File: src/rtl/altpcie_av_cfg_pkg.sv
// Shared definitions for the HIP configuration-bus sampler.
// Holds the tl_cfg_add slot numbers, the bit positions of the decoded
// fields within each 32-bit tl_cfg_ctl word, and the capture FSM states.
package altpcie_av_cfg_pkg;

  // tl_cfg_add slots that carry decoded fields
  localparam logic [3:0] CFG_ADD_DEVCTRL    = 4'h0;
  localparam logic [3:0] CFG_ADD_LINKCTRL   = 4'h2;
  localparam logic [3:0] CFG_ADD_CMD        = 4'h3;
  localparam logic [3:0] CFG_ADD_MSIADDR_LO = 4'hC;
  localparam logic [3:0] CFG_ADD_MSIADDR_HI = 4'hD;
  localparam logic [3:0] CFG_ADD_MSIDATA    = 4'hE;
  localparam logic [3:0] CFG_ADD_BUSDEV     = 4'hF;

  // Field positions inside the tl_cfg_ctl word of the owning slot
  localparam int unsigned DEVCTRL_MSB  = 31;
  localparam int unsigned DEVCTRL_LSB  = 16;
  localparam int unsigned LINKCTRL_MSB = 31;
  localparam int unsigned LINKCTRL_LSB = 16;
  localparam int unsigned CMD_MSB      = 23;
  localparam int unsigned CMD_LSB      = 8;
  localparam int unsigned MSIDATA_MSB  = 15;
  localparam int unsigned MSIDATA_LSB  = 0;
  localparam int unsigned BUSDEV_MSB   = 12;
  localparam int unsigned BUSDEV_LSB   = 0;

  // Sub-fields of the Device Control register
  localparam int unsigned MAX_PAYLOAD_MSB = 7;
  localparam int unsigned MAX_PAYLOAD_LSB = 5;
  localparam int unsigned MAX_RD_REQ_MSB  = 14;
  localparam int unsigned MAX_RD_REQ_LSB  = 12;

  typedef enum logic [1:0] {
    IDLE    = 2'd0,
    SETTLE  = 2'd1,
    CAPTURE = 2'd2
  } cfg_state_e;

endpackage

File: src/rtl/altpcie_av_toggle_detect.sv
// Strobe toggle detector.
// Registers a level strobe once and flags any cycle where the live strobe
// differs from its registered copy.
//   clk    : clock
//   rst    : asynchronous active-high reset (history clears to 0)
//   strobe : toggling write strobe from the HIP
//   tog    : high while strobe differs from its previous-cycle value
module altpcie_av_toggle_detect (
  input  logic clk,
  input  logic rst,
  input  logic strobe,
  output logic tog
);

  logic strobe_q;

  always_ff @(posedge clk or posedge rst) begin
    if (rst) begin
      strobe_q <= 1'b0;
    end else begin
      strobe_q <= strobe;
    end
  end

  assign tog = strobe ^ strobe_q;

endmodule

File: src/rtl/altpcie_av_tl_cfg_sampler.sv
// Application-side receiver for the HIP time-multiplexed configuration bus.
// A ctl_wr toggle starts a settle window; once tl_cfg_add/ctl have been
// stable for SETTLE_CYCLES the word is written into a 16-entry shadow and
// decoded fields are presented combinationally from the shadow. Status words
// are captured on every sts_wr toggle with no settle delay.
// Ports:
//   pld_clk, reset          : clock, asynchronous active-high reset
//   tl_cfg_add/ctl/ctl_wr   : multiplexed control bus and its toggle strobe
//   tl_cfg_sts/sts_wr       : status word and its toggle strobe
//   cfg_busdev .. cfg_msi_* : decoded configuration fields
//   cfg_sts                 : last captured status word
//   cfg_update/_add         : one-cycle capture pulse and its address
//   cfg_seen, cfg_ready     : per-address captured flags, required set seen
module altpcie_av_tl_cfg_sampler
  import altpcie_av_cfg_pkg::*;
#(
  parameter int unsigned SETTLE_CYCLES = 3,
  parameter logic [15:0] REQUIRED_MASK = 16'h800D
) (
  input  logic        pld_clk,
  input  logic        reset,
  input  logic [3:0]  tl_cfg_add,
  input  logic [31:0] tl_cfg_ctl,
  input  logic        tl_cfg_ctl_wr,
  input  logic [52:0] tl_cfg_sts,
  input  logic        tl_cfg_sts_wr,
  output logic [12:0] cfg_busdev,
  output logic [15:0] cfg_dev_ctrl,
  output logic [2:0]  cfg_max_payload,
  output logic [2:0]  cfg_max_rd_req,
  output logic [15:0] cfg_link_ctrl,
  output logic [15:0] cfg_prm_cmd,
  output logic [63:0] cfg_msi_addr,
  output logic [15:0] cfg_msi_data,
  output logic [52:0] cfg_sts,
  output logic        cfg_update,
  output logic [3:0]  cfg_update_add,
  output logic [15:0] cfg_seen,
  output logic        cfg_ready
);

  localparam logic [2:0] SettleLoad = 3'(SETTLE_CYCLES - 1);

  logic ctl_tog;
  logic sts_tog;

  altpcie_av_toggle_detect u_ctl_tog (
    .clk    (pld_clk),
    .rst    (reset),
    .strobe (tl_cfg_ctl_wr),
    .tog    (ctl_tog)
  );

  altpcie_av_toggle_detect u_sts_tog (
    .clk    (pld_clk),
    .rst    (reset),
    .strobe (tl_cfg_sts_wr),
    .tog    (sts_tog)
  );

  // Capture FSM
  cfg_state_e state_q, state_d;
  logic [2:0] cnt_q, cnt_d;
  logic       capture;

  always_comb begin
    state_d = state_q;
    cnt_d   = cnt_q;
    capture = 1'b0;
    unique case (state_q)
      IDLE: begin
        if (ctl_tog) begin
          state_d = SETTLE;
          cnt_d   = SettleLoad;
        end
      end
      SETTLE: begin
        // A fresh toggle means the bus moved again: restart the window
        if (ctl_tog) begin
          cnt_d = SettleLoad;
        end else if (cnt_q == 3'd0) begin
          state_d = CAPTURE;
        end else begin
          cnt_d = cnt_q - 3'd1;
        end
      end
      CAPTURE: begin
        capture = 1'b1;
        // Toggle landing on the capture cycle must start a new window
        if (ctl_tog) begin
          state_d = SETTLE;
          cnt_d   = SettleLoad;
        end else begin
          state_d = IDLE;
        end
      end
      default: begin
        state_d = IDLE;
        cnt_d   = 3'd0;
      end
    endcase
  end

  always_ff @(posedge pld_clk or posedge reset) begin
    if (reset) begin
      state_q <= IDLE;
      cnt_q   <= 3'd0;
    end else begin
      state_q <= state_d;
      cnt_q   <= cnt_d;
    end
  end

  // Shadow, capture flags and registered pulse
  logic [31:0] shadow_q [16];
  logic [15:0] seen_q;
  logic        update_q;
  logic [3:0]  update_add_q;
  logic        ready_q;
  logic [52:0] sts_q;

  always_ff @(posedge pld_clk or posedge reset) begin
    if (reset) begin
      for (int i = 0; i < 16; i++) begin
        shadow_q[i] <= 32'h0;
      end
      seen_q       <= 16'h0;
      update_q     <= 1'b0;
      update_add_q <= 4'h0;
    end else begin
      update_q <= capture;
      if (capture) begin
        shadow_q[tl_cfg_add] <= tl_cfg_ctl;
        seen_q[tl_cfg_add]   <= 1'b1;
        update_add_q         <= tl_cfg_add;
      end
    end
  end

  // Sticky: a rewrite of an already-seen address never drops ready
  always_ff @(posedge pld_clk or posedge reset) begin
    if (reset) begin
      ready_q <= 1'b0;
    end else if ((seen_q & REQUIRED_MASK) == REQUIRED_MASK) begin
      ready_q <= 1'b1;
    end
  end

  always_ff @(posedge pld_clk or posedge reset) begin
    if (reset) begin
      sts_q <= 53'h0;
    end else if (sts_tog) begin
      sts_q <= tl_cfg_sts;
    end
  end

  // Decode
  assign cfg_dev_ctrl    = shadow_q[CFG_ADD_DEVCTRL][DEVCTRL_MSB:DEVCTRL_LSB];
  assign cfg_max_payload = cfg_dev_ctrl[MAX_PAYLOAD_MSB:MAX_PAYLOAD_LSB];
  assign cfg_max_rd_req  = cfg_dev_ctrl[MAX_RD_REQ_MSB:MAX_RD_REQ_LSB];
  assign cfg_link_ctrl   = shadow_q[CFG_ADD_LINKCTRL][LINKCTRL_MSB:LINKCTRL_LSB];
  assign cfg_prm_cmd     = shadow_q[CFG_ADD_CMD][CMD_MSB:CMD_LSB];
  assign cfg_msi_addr    = {shadow_q[CFG_ADD_MSIADDR_HI], shadow_q[CFG_ADD_MSIADDR_LO]};
  assign cfg_msi_data    = shadow_q[CFG_ADD_MSIDATA][MSIDATA_MSB:MSIDATA_LSB];
  assign cfg_busdev      = shadow_q[CFG_ADD_BUSDEV][BUSDEV_MSB:BUSDEV_LSB];

  assign cfg_sts        = sts_q;
  assign cfg_update     = update_q;
  assign cfg_update_add = update_add_q;
  assign cfg_seen       = seen_q;
  assign cfg_ready      = ready_q;

  // Slots and bit ranges that are stored but not decoded
  logic unused_shadow;
  assign unused_shadow = ^{shadow_q[1], shadow_q[4], shadow_q[5], shadow_q[6], shadow_q[7],
                           shadow_q[8], shadow_q[9], shadow_q[10], shadow_q[11],
                           shadow_q[0][15:0], shadow_q[2][15:0],
                           shadow_q[3][31:24], shadow_q[3][7:0],
                           shadow_q[14][31:16], shadow_q[15][31:13]};

endmodule

File: config.mk
export PLATFORM = sky130hd
export DESIGN_NAME = altpcie_av_tl_cfg_sampler
export DESIGN_NICKNAME = d
export VERILOG_FILES = /design/src/rtl/altpcie_av_cfg_pkg.sv /design/src/rtl/altpcie_av_toggle_detect.sv /design/src/rtl/altpcie_av_tl_cfg_sampler.sv
export SDC_FILE = /design/constraint.sdc
export NUM_CORES = 1
export LEC_CHECK = 0
export CORE_MARGIN = 2
export CORE_UTILIZATION = 60
export CTS_CLUSTER_SIZE = 28
export DETAILED_ROUTE_END_ITERATION = 8
export DONT_BUFFER_PORTS = 1
export PLACE_DENSITY = 0.76
export SLEW_MARGIN = 20
export SYNTH_ARGS = -nofsm -noshare
export SYNTH_HDL_FRONTEND = slang
export SYNTH_SLANG_ARGS = --single-unit
File: constraint.sdc
create_clock -name pld_clk -period 14.6 [get_ports pld_clk]
set_clock_uncertainty 0.15 [all_clocks]
set_input_delay 2.92 -clock pld_clk [delete_from_list [all_inputs] [get_ports pld_clk]]
set_output_delay 2.92 -clock pld_clk [all_outputs]
set_load 0.1 [all_outputs]
==> results.cfg, run 1 <==
[synth]
post_synth.cell_area_avg_um2 = 16.6
synth-edff-count = 0
post_synthesis_instance_total = 512
synth-async-reset-ratio_pct = 100
ys.flop_type = sky130_fd_sc_hd__dfrtp_1
mappedNetlistArea_mm2 = 0.00851
syn-num-nets = 607
ys.warnings.count = 0
synth.ff_latch_count = 223
yosysUniqueCellTypes = 31
yosysSeqAreaShare_pct = 65.5

[run]
cap_violations = 0

[detailed_routing]
via_per_inst = 6.03
drtPass1Iterations = 4
detail_route.wirelength_um = 18000
drc = 0
drtIter0Drc = 190
via_count = 4235
antenna_violating_nets_post_route = 0
wire_per_inst_um = 25.6

[worst_setup_path]
crit_required_ns = 11.53
r2r_setup_slack_ns = 12.17
critical_path.startpoint_type = register
critical_path_sink_type = primary output
crit-reg2reg-launch = state_q[1]$_DFFE_PP0P_
worstSetupStartpoint = cfg_dev_ctrl[13]$_DFFE_PP0P_
critical_path_class = reg2out
critPathCapture = cfg_max_rd_req[1]
critPathArrivalTime_ns = 1.51
timing.critical_path.depth = 0
rr_endpoint = cfg_prm_cmd[8]$_DFFE_PP0P_
worst_r2r_path_depth = 3
crit_fanout = 3

[clock_tree]
cts-hold-fix-buffers = 0
cts_setup_buffers = 0
clock_transition_at_path_regs_ns = 0.06
cts_made_buffers = 22
clock_sinks = 223
root_buffer = sky130_fd_sc_hd__clkbuf_16
clock_tree.htree_level_count = 1
postcts_resize_cnt = 0
tritoncts_clock_tree = built
clock_insertion_delay_worst_skew_ns = 0.49
clk_buf_depth = 3

[power_and_ir_drop]
p_per_area_mw_per_mm2 = 241
leakage_nw = 4.68
ir_worst_vdd_mv = 0.108

[cells_and_area]
layout.nets = 605
layout.cells.most_common = sky130_fd_sc_hd__dfrtp_1
finalNonFillerCells = 702
commonest_non_fill_non_tap_cells_in_the_layout = sky130_fd_sc_hd__dfrtp_1 (217), sky130_fd_sc_hd__mux2_2 (168), sky130_fd_sc_hd__mux2_4 (29), sky130_fd_sc_hd__clkbuf_16 (23), sky130_fd_sc_hd__inv_1 (7)
finish.utilization_pct = 67.2
antenna_cells = 0
final_cell_area_mm2 = 0.00933
final_layout_size_suffix_gt1_share_pct = 48.1
syn2layout_area_growth_pct = 9.60

[die]
boundaryPins = 315
die_area_mm2 = 0.0152
initial_utilization_pct = 61.3
chipWidth_um = 123
floorplan.die.height_um = 123
placement_rows = 43
core_area_mm2 = 0.0139

[grt]
overflow = 0
grt_pass1_wl_um = 26500
number_of_global_route_vias_before_repair = 4549
grt_start_max_net_pins = 135
grt.total_usage_pct = 23.0
antenna_found_initial = 0

[place]
place_area_mm2 = 0.00862
placedCellCount = 665
portBuffers = 0
hpwl_reported_at_the_end_of_detailed_placement_um = 12400
finalWeightedCongestion = 0.733

[timing]
period_share_pct = 31.3
period_needed_ns = 4.58
slew-limit-headroom_pct = 31.0
hold_violations = 0
timing.final.max_slew_violations = 0
setup_violations = 0
setup_repair_after_global_routing_missed_its_margin = false
setup_total_negative_slack_ns = 0
worst_slew_pin_slew_ns = 1.03
fmaxAchievable_mhz = 219

[min_path]
timing.hold.worst.class = reg2reg
hold-path-cell-count = 2

[status]
run_status = finished, final reports clean
## worst reg2reg max path: stages (launching register included)
cell                      delay (ns)
sky130_fd_sc_hd__dfrtp_1        0.55
sky130_fd_sc_hd__nor4b_2        0.38
sky130_fd_sc_hd__and3_1         0.81
sky130_fd_sc_hd__mux2_2         0.43
## cell usage after synthesis, drive strengths merged, types with 2 or more instances
cell type / instances / area, um^2
inv: 8 / 30.0
nand2: 5 / 18.8
nor2: 4 / 15.0
ha: 2 / 25.0
nor3b: 3 / 33.8
a21o: 6 / 45.0
mux2: 197 / 2330
nand2b: 6 / 37.5
nor2b: 3 / 18.8
or3: 2 / 12.5
or2: 4 / 25.0
xor2: 2 / 17.5
a21oi: 5 / 25.0
o21ai: 2 / 10.0
a31o: 2 / 17.5
dfrtp: 223 / 5580
clkbuf: 2 / 7.51
buf: 27 / 174
## metal layers
| layer | vias to the layer above | part of all wire [%] | global-route usage [%] |
|---|---|---|---|
| li1 | 1784 | - | - |
| met1 | 2196 | 35 | 25.9 |
| met2 | 223 | 51 | 39.3 |
| met3 | 32 | 12 | 9.78 |
| met4 | 0 | 2.4 | 7.67 |
| met5 | - | 0 | 0 |
## sequential cells by signal (all words and copies together), names as in the netlist
name	cells
cfg_msi_data	16
cfg_sts	53
cnt_q	3
cfg_update	1
u_sts_tog.strobe_q	1
cfg_update_add	4
cfg_ready	1
state_q	2
cfg_dev_ctrl	16
cfg_seen	16
cfg_prm_cmd	16
cfg_link_ctrl	16
u_ctl_tog.strobe_q	1
cfg_msi_addr	64
cfg_busdev	13
## area by class of cell
class,count,area (um^2)
Sequential cell,223,5590
Fill cell,915,4550
Multi-Input combinational cell,252,2760
Clock buffer,33,663
Tap cell,180,225
Timing Repair Buffer,3,46.3
Inverter,8,37.5
Clock inverter,3,15.0
## worst min-delay path by stage
stage,startpoint,end
2_1_floorplan,cnt_q[2]$_DFFE_PP0P_,cnt_q[2]$_DFFE_PP0P_
5_1_grt,cnt_q[2]$_DFFE_PP0P_,cnt_q[2]$_DFFE_PP0P_
3_3_place_gp,cnt_q[2]$_DFFE_PP0P_,cnt_q[2]$_DFFE_PP0P_
6_report,cnt_q[1]$_DFFE_PP0P_,cnt_q[1]$_DFFE_PP0P_
3_5_place_dp,cnt_q[1]$_DFFE_PP0P_,cnt_q[1]$_DFFE_PP0P_
4_1_cts,cnt_q[2]$_DFFE_PP0P_,cnt_q[2]$_DFFE_PP0P_
## logic make-up after synthesis
logic type               Yosys count  synth area share, %
AO/OA/AOI/OAI                     18                 1.46
adder cells (fa/ha/maj)            2                0.294
buffers and inverters             37                 2.48
AND/OR/NAND/NOR                   33                 2.67
flip-flops                       223                 65.5
multiplexers                     197                 27.3
XOR/XNOR                           2                0.206
## through the flow
step	hold WS, ns	setup WS, ns	power, mW
floorplan	0.364	5.42	1.68
global placement	0.374	9.74	1.72
detailed placement	0.409	9.62	1.74
CTS	0.419	10.0	2.27
global route	0.463	9.99	2.31
finish	0.414	10.02	2.25
## report_power, final
group / internal, mW / switching, mW / total, mW
clock: 0.311 / 0.216 / 0.527
combinational: 0.0989 / 0.0593 / 0.158
sequential: 0.705 / 0.858 / 1.56
No activity file was read; power rests on OpenSTA's default activity.
==> run 2: changes to the inputs <==
==> constraint.sdc (replaced) <==
create_clock -name pld_clk -period 4.4 [get_ports pld_clk]
set_clock_uncertainty 0.15 [all_clocks]
set_input_delay 0.88 -clock pld_clk [delete_from_list [all_inputs] [get_ports pld_clk]]
set_output_delay 0.88 -clock pld_clk [all_outputs]
set_load 0.1 [all_outputs]
==> results.cfg, run 2 (same netlist as run 1, synthesis figures left out) <==
[worst_setup_path]
critical_path.startpoint_type = register
critical_path_sink_type = primary output
critical_path_class = reg2out
crit_fanout = 3
crit_required_ns = 3.37
critPathArrivalTime_ns = 1.51

[status]
run_status = finished, final reports clean

[die]
die_area_mm2 = 0.0152
placement_rows = 43
floorplan.die.height_um = 123
chipWidth_um = 123
initial_utilization_pct = 61.3
boundaryPins = 315
core_area_mm2 = 0.0139

[cells_and_area]
final_layout_size_suffix_gt1_share_pct = 49.2
area_of_the_multi_input_gates_mm2 = 0.00275
antenna_cells = 0
finalNonFillerCells = 711
commonest_non_fill_non_tap_cells_in_the_layout = sky130_fd_sc_hd__dfrtp_1 (217), sky130_fd_sc_hd__mux2_2 (168), sky130_fd_sc_hd__mux2_4 (29), sky130_fd_sc_hd__clkbuf_16 (23), sky130_fd_sc_hd__inv_1 (7)
layout.cells.most_common = sky130_fd_sc_hd__dfrtp_1
final_cell_area_mm2 = 0.00945
layout.area.seq_mm2 = 0.00559
syn2layout_area_growth_pct = 11.0
largest_reg_flops = 64
layout.nets = 611
fillers = 877

[run]
cap_violations = 0

[timing]
setup_repair_after_global_routing_missed_its_margin = false
worst_slew_pin_slew_ns = 1.01
fmaxAchievable_mhz = 393
hold_violations = 0
timing.final.max_slew_violations = 0
setup_total_negative_slack_ns = 0
slew-limit-headroom_pct = 32.3
setup_violations = 0
period_needed_ns = 2.54
hold_ws_ns = 0.248
period_share_pct = 57.8

[clock_tree]
clk_buf_depth = 3
clock_transition_at_path_regs_ns = 0.06
cts_made_buffers = 23
cts_setup_buffers = 0
postcts_resize_cnt = 0
root_buffer = sky130_fd_sc_hd__clkbuf_16
clock_sinks = 223
clock_tree.htree_level_count = 1
tritoncts_clock_tree = built
cts-hold-fix-buffers = 0
clock_insertion_delay_worst_skew_ns = 0.49

[power_and_ir_drop]
power_frac_comb_pct = 7.0
p_clk_share_pct = 24.8
power_switching_share_pct = 49.8
p_per_area_mw_per_mm2 = 805
internal_power_mw = 3.81
power_frac_seq_pct = 68.2
p_sw_mw = 3.79
ir_worst_vdd_mv = 0.435
leakage_nw = 4.74
report.power.total_mw = 7.60

[detailed_routing]
via_count = 4278
antenna_violating_nets_post_route = 0
drtPass1Iterations = 4
drtIter0Drc = 192
wire_per_inst_um = 25.7
drc = 0
via_per_inst = 6.02
detail_route.wirelength_um = 18200

[place]
finalWeightedCongestion = 0.741
place_area_mm2 = 0.00867
hpwl_reported_at_the_end_of_detailed_placement_um = 13000
portBuffers = 0
placedCellCount = 670

[grt]
number_of_global_route_vias_before_repair = 4620
global_route.peak_usage_layer = met2
grt.total_usage_pct = 23.5
grt_start_max_net_pins = 99
gr-usage-met2_pct = 40.0
overflow = 0
grt_use_met3_pct = 8.67
grt_pass1_wl_um = 27000
met1_usage_pct = 28.1
antenna_found_initial = 0

[min_path]
timing.hold.worst.class = in2async
-- run 2: changes by cell type in the layout (fill, tap and decap cells not counted), moves of 2 or more --
| cell | before | now |
|---|---|---|
| sky130_fd_sc_hd__clkinv_2 | 3 | 6 |
| sky130_fd_sc_hd__clkinvlp_4 | 0 | 3 |
| sky130_fd_sc_hd__clkbuf_1 | 5 | 3 |
| sky130_fd_sc_hd__buf_4 | 1 | 5 |
| sky130_fd_sc_hd__bufinv_16 | 0 | 2 |
| sky130_fd_sc_hd__buf_12 | 0 | 2 |
-- run 2: worst paths after layout --
check                                        startpoint                      endpoint  slack [ns]  cells past startpoint
max                        cfg_dev_ctrl[14]$_DFFE_PP0P_             cfg_max_rd_req[2]        1.86                      0
min                                               reset  cfg_dev_ctrl[13]$_DFFE_PP0P_        0.25                      1
max reg2reg                      state_q[1]$_DFFE_PP0P_    cfg_prm_cmd[4]$_DFFE_PP0P_        1.98                      3
min reg2reg                        cnt_q[1]$_DFFE_PP0P_          cnt_q[1]$_DFFE_PP0P_        0.42                      2
max in group asynchronous                         reset   cfg_dev_ctrl[6]$_DFFE_PP0P_        2.87                      2
min in group pld_clk                      tl_cfg_ctl_wr  u_ctl_tog.strobe_q$_DFF_PP0_        0.26                      0
-- run 2: metal layers --
layer  share of wire (%)  vias to the layer above
li1                    -                     1791
met1                  35                     2219
met2                  51                      235
met3                  11                       33
met4                 2.4                        0
met5                   0                        -
-- run 2: power by group through the flow --
stage / Combinational (mW) / Clock (mW) / Sequential (mW)
after floorplan: 0.552 / 0 / 5.03
after global placement: 0.492 / 0 / 5.22
after detailed placement: 0.536 / 0 / 5.23
after CTS: 0.538 / 1.93 / 5.20
after global routing: 0.585 / 2.02 / 5.24
final: 0.530 / 1.89 / 5.19
-- run 2: metrics by stage --
| stage | setup slack, ns | util (%) |
|---|---|---|
| 3_5_place_dp | 1.63 | 62.5 |
| 4_1_cts | 1.84 | 67.9 |
| 2_1_floorplan | 0.460 | - |
| 6_report | 1.86 | 68.1 |
| 3_3_place_gp | 1.62 | 62.5 |
| 5_1_grt | 1.82 | 68.1 |
-- run 2: final cells by class --
class                   instances  share of cell area (%)
repair buffers                  8                    1.11
clock inverters                10                    1.11
well taps                     180                    2.38
clock buffers                  30                    6.79
multi-input cells             252                    29.1
flip-flops and latches        223                    59.1
inverters                       8                   0.358
